==> config.mk <==
export PLATFORM = sky130hd
export DESIGN_NAME = mips_cpu_pc_unit
export DESIGN_NICKNAME = d
export VERILOG_FILES = /design/src/rtl/mips_cpu_pkg.sv /design/src/rtl/mips_cpu_pc_unit.sv
export SDC_FILE = /design/constraint.sdc
export NUM_CORES = 1
export LEC_CHECK = 0
export CORE_MARGIN = 2
export CORE_UTILIZATION = 25
export DETAILED_ROUTE_END_ITERATION = 7
export GPL_ROUTABILITY_DRIVEN = 0
export GPL_TIMING_DRIVEN = 0
export PLACE_DENSITY_LB_ADDON = 0.05
export SLEW_MARGIN = 20
export SYNTH_ARGS = -nofsm -noshare
export SYNTH_HDL_FRONTEND = slang
export SYNTH_SLANG_ARGS = --single-unit
==> constraint.sdc <==
create_clock -name clk -period 3.7 [get_ports clk]
set_clock_uncertainty 0.1 [all_clocks]
set_input_delay 0.74 -clock clk [delete_from_list [all_inputs] [get_ports clk]]
set_output_delay 0.74 -clock clk [all_outputs]
set_load 0.05 [all_outputs]
==> src/rtl/mips_cpu_pkg.sv <==
// Shared types and defaults for the MIPS CPU front end.
package mips_cpu_pkg;

    typedef enum logic [1:0] {
        PC_SEQ    = 2'd0,
        PC_BRANCH = 2'd1,
        PC_JUMP   = 2'd2,
        PC_JR     = 2'd3
    } pc_ctrl_t;

    localparam logic [31:0] DEFAULT_RESET_VECTOR = 32'hBFC0_0000;
    localparam logic [31:0] DEFAULT_HALT_ADDR    = 32'h0000_0000;

endpackage

==> src/rtl/mips_cpu_pc_unit.sv <==
// Program-counter unit: sequential/branch/jump/jr redirects with one branch delay slot,
// stall, halt-on-address and sticky misaligned-target detection.
module mips_cpu_pc_unit
    import mips_cpu_pkg::*;
#(
    parameter int unsigned          ADDR_W       = 32,
    parameter logic [ADDR_W-1:0]    RESET_VECTOR = ADDR_W'(DEFAULT_RESET_VECTOR),
    parameter logic [ADDR_W-1:0]    HALT_ADDR    = ADDR_W'(DEFAULT_HALT_ADDR),
    parameter int unsigned          INC          = 4
) (
    input  logic              clk,
    input  logic              rst_n,
    input  logic              en,
    input  logic [1:0]        pc_ctrl,
    input  logic [ADDR_W-1:0] branch_target,
    input  logic [ADDR_W-1:0] reg_target,
    output logic [ADDR_W-1:0] pc_out,
    output logic [ADDR_W-1:0] link_addr,
    output logic              in_delay_slot,
    output logic              active,
    output logic              addr_err
);

    localparam logic [ADDR_W-1:0] INC_VAL    = ADDR_W'(INC);
    localparam logic [ADDR_W-1:0] ALIGN_MASK = INC_VAL - 1'b1;

    logic [ADDR_W-1:0] pc_q, pc_d;
    logic [ADDR_W-1:0] pend_tgt_q, pend_tgt_d;
    logic              pend_vld_q, pend_vld_d;
    logic              delay_slot_q, delay_slot_d;
    logic              active_q, active_d;
    logic              addr_err_q, addr_err_d;

    pc_ctrl_t          ctrl;
    logic [ADDR_W-1:0] req_tgt;
    logic              misaligned;

    assign ctrl       = pc_ctrl_t'(pc_ctrl);
    assign req_tgt    = (ctrl == PC_JR) ? reg_target : branch_target;
    assign misaligned = |(req_tgt & ALIGN_MASK);

    always_comb begin
        pc_d         = pc_q;
        pend_tgt_d   = pend_tgt_q;
        pend_vld_d   = pend_vld_q;
        delay_slot_d = delay_slot_q;
        active_d     = active_q;
        addr_err_d   = addr_err_q;

        if (en && active_q) begin
            if (pend_vld_q) begin
                // Delay slot retires: take the stored target, ignore any new request.
                pc_d         = pend_tgt_q;
                pend_vld_d   = 1'b0;
                delay_slot_d = 1'b0;
            end else begin
                pc_d = pc_q + INC_VAL;
                if (ctrl != PC_SEQ) begin
                    if (misaligned) begin
                        addr_err_d = 1'b1;
                        active_d   = 1'b0;
                    end else begin
                        delay_slot_d = 1'b1;
                        pend_vld_d   = 1'b1;
                        pend_tgt_d   = req_tgt;
                    end
                end
            end
            if (pc_d == HALT_ADDR) begin
                active_d = 1'b0;
            end
        end
    end

    always_ff @(posedge clk or negedge rst_n) begin
        if (!rst_n) begin
            pc_q         <= RESET_VECTOR;
            pend_tgt_q   <= '0;
            pend_vld_q   <= 1'b0;
            delay_slot_q <= 1'b0;
            active_q     <= 1'b1;
            addr_err_q   <= 1'b0;
        end else begin
            pc_q         <= pc_d;
            pend_tgt_q   <= pend_tgt_d;
            pend_vld_q   <= pend_vld_d;
            delay_slot_q <= delay_slot_d;
            active_q     <= active_d;
            addr_err_q   <= addr_err_d;
        end
    end

    assign pc_out        = pc_q;
    assign link_addr     = pc_q + (INC_VAL << 1);
    assign in_delay_slot = delay_slot_q;
    assign active        = active_q;
    assign addr_err      = addr_err_q;

endmodule

==> summary.txt <==
Status
  – Outcome: finished clean

Synth
  – Post-synthesis sequential area ratio: between 30% and 40%
  – Fraction of registers with async set/reset: 100%
  – Avg Inst Size Synth: roughly 8.1 sq um
  – Post-Syn Instances: 581
  – Top-area cell type share of the netlist area: a little under a third
  – #FFs+latches synth: between 60 and 70
  – Net Count, Synth: around 650
  – Post-synth top flop: dfrtp_1
  – Top cell type by total area after synthesis: dfrtp_1
  – Ys Warns: 0
  – Top area cells in the synthesized netlist: dfrtp_1, mux2i_1, dfstp_2
  – Synthesized cell area: 4720 sq um
  – EDFF count, synth: 0
  – Netlist cell types: between 50 and 60

Power
  – Psw: between 0.3 and 0.4 mW
  – Clock power frac: approximately half
  – Pleak: 2.79 nW
  – Maximum vdd ir drop: approximately 0.20 mV
  – Gate power share: about 7.2%
  – Pwr Density: about 260 nW/um^2
  – Int Pwr: around 1.3 mW
  – Net Sw Frac: between 20 and 25%
  – Reg power frac: a little over two fifths

Global routing
  – Met3 Usage GRT: 3.51%
  – Largest net degree at the start of global routing: about 50
  – GRT Overall Usage: roughly a fifth
  – Met1 Use GR: 27.4%
  – GR peak layer: met2
  – First-pass GRT wire length: between 20 and 30 mm
  – Initial antenna violation count: 0
  – Met2 usage: around 30%
  – Vias in the first global route: about 4900
  – Remaining global-route overflow: 0

Route
  – Avg WL per Cell: between 15 and 20 microns
  – First DRT Iteration DRCs: 413
  – Via Count: 5071
  – Routed WL: about 19 mm
  – Via density: 5.21
  – # DRC: 0
  – Post-route ant nets: 0
  – First-pass iteration count of the detailed router: 5

Setup path
  – Worst setup path class: reg2out
  – Crit start category: register
  – Worst Path Required: roughly 2.9 ns
  – CP Max Fanout: 10
  – CP endpoint kind: output pin
  – FF-to-FF path depth: 8
  – Arr. time, crit path: 2.83 ns

Placed design
  – Inst Count DP: around 950
  – HPWL after DPL: 14.7 mm
  – Setup WS pre-CTS: -1.04 ns
  – Dpl cell area: about 6400 sq um
  – Number of I/O port buffers: 135

Timing
  – Max Slew Vio Count: 0
  – Final-report hold violation count: 0
  – Unrepaired setup endpoints after global routing: true
  – Max Freq: about 0.27 GHz
  – Slew margin rel.: about a quarter
  – PnR worst setup slack: 0.0329 ns
  – Final Setup Violations: 0
  – Minimum clock period: approximately 3.7 ns
  – Hold slack: 0.188 ns
  – Worst Tran Pin Value: ~1.1 ns
  – Final worst-path cycle share: between 90 and 100%

Clock network
  – Clk Latency, worst-skew pair: around 0.34 ns
  – CTS Root Cell: clkbuf_16
  – H-tree levels: 3
  – CTS tree: done
  – Worst-path clk slew: 0.06 ns
  – Inserted Clock Buffers: 9
  – Clk sinks: 68
  – Maximum root-to-sink buffer count: 2

Hold path
  – Hold crit path type: in2async

Layout
  – Most frequent cells in the layout: clkdlybuf4s50_1, nor2_1, dfrtp_1
  – Fin area: slightly below 7000 sq um
  – Synthesis-to-finish area growth: 44.3%
  – Most common cell after layout, fill and taps aside: clkdlybuf4s50_1
  – Finished Layout Cells: approximately 970
  – Fin nets: 806
  – Layout cells sized above 1: between 10 and 15%
  – Ant diodes: 0
  – Fill count: approximately 1900

Floorplan
  – Row cnt: 50
  – Die area: roughly 20000 sq um
  – Die Wd: about 140 microns
  – Io pins: 136
  – Die H: approximately 140 microns
  – Placeable Area: 18600 sq um
  – Starting Density: ~25%

Run
  – Max-Cap Viols: 0
-- worst paths after layout --
| path | from | end | slack, ns |
|---|---|---|---|
| max | pc_out[7]$_DFFE_PN0P_ | link_addr[27] | 0.03 |
| min | rst_n | pc_out[8]$_DFFE_PN0P_ | 0.19 |
| max reg2reg | pc_out[3]$_DFFE_PN0P_ | active$_DFFE_PN1P_ | 0.26 |
| min reg2reg | addr_err$_DFFE_PN0P_ | addr_err$_DFFE_PN0P_ | 0.38 |
| max in group asynchronous | rst_n | pc_out[31]$_DFFE_PN1P_ | 2.69 |
| min in group clk | addr_err$_DFFE_PN0P_ | addr_err$_DFFE_PN0P_ | 0.38 |
-- per-layer routing --
metal	up-vias	part of all wire (%)
met1	2417	47
met4	0	1.8
met2	234	44
met5	-	0
met3	26	7.3
li1	2394	-
-- synthesized netlist by cell type, drive strengths merged (3+ instances only) --
| cell | count |
|---|---|
| mux2 | 5 |
| nor2b | 3 |
| a21o | 4 |
| dfrtp | 58 |
| or2 | 3 |
| o22a | 3 |
| o31ai | 3 |
| a31oi | 8 |
| buf | 19 |
| o21ai | 44 |
| or3 | 4 |
| clkbuf | 33 |
| nand3 | 16 |
| dfstp | 10 |
| nand2 | 48 |
| a21oi | 52 |
| inv | 13 |
| nand2b | 4 |
| nor3 | 28 |
| a22oi | 4 |
| a32oi | 3 |
| nand4 | 18 |
| nor2 | 70 |
| nor4 | 21 |
| mux2i | 31 |
| xor2 | 12 |
| nor3b | 3 |
| xnor2 | 29 |
-- cells by family after synthesis --
kind of cell / share of synthesized area [%]
AO/OA/AOI/OAI: 17.5
buffers and inverters: 5.97
XOR/XNOR: 7.61
AND/OR/NAND/NOR: 24.3
multiplexers: 7.77
flip-flops: 36.3
adder cells (fa/ha/maj): 0.531
-- power by group through the flow --
stage | clock network [mW] | registers [mW] | logic, mW
6_report | 0.866 | 0.744 | 0.125
5_1_grt | 0.911 | 0.744 | 0.137
4_1_cts | 0.881 | 0.744 | 0.128
3_5_place_dp | 0 | 0.757 | 0.128
3_3_place_gp | 0 | 0.758 | 0.123
2_1_floorplan | 0 | 0.758 | 0.0291
-- worst max-delay path, stage by stage (launching register included) --
cell and delay, ns:
dfrtp_1 0.36, buf_2 0.25, nand4_1 0.25, buf_2 0.28, nor3_4 0.29, nand3_2 0.22
nor3_2 0.30, xor2_2 0.15, clkdlybuf4s18_2 0.38
-- metrics by stage --
stage / utilization, % / power (mW) / TNS (ns)
global placement: 34.4 / 0.881 / -51.87
detailed placement: 34.6 / 0.886 / -10.14
global route: 36.6 / 1.79 / -0.197
finish: 36.6 / 1.74 / 0
CTS: 36.7 / 1.75 / -0.0779
floorplan: - / 0.787 / 0
-- layout make-up --
class,instances,area (sq um),area share (%)
Buffer,51,233,3.42
Clock buffer,12,236,3.47
Clock inverter,4,50.0,0.735
Inverter,13,48.8,0.717
Multi-Input combinational cell,448,2840,41.7
Sequential cell,68,1710,25.2
Tap cell,234,293,4.30
Timing Repair Buffer,144,1390,20.5
-- flip-flops by register name, indices dropped and copies added (netlist names) --
name and flops:
pc_out 32, addr_err 1, active 1, pend_tgt_q 32, pend_vld_q 1, in_delay_slot 1
-- timing repair --
action,CTS,global route
pin swaps,4,2
endpoints found under the setup margin,20,15
hold buffers,0,0
endpoints found under the hold margin,0,0
buffers inserted,6,2
gates resized for setup,50,23
(Power assumes the default switching activity.)
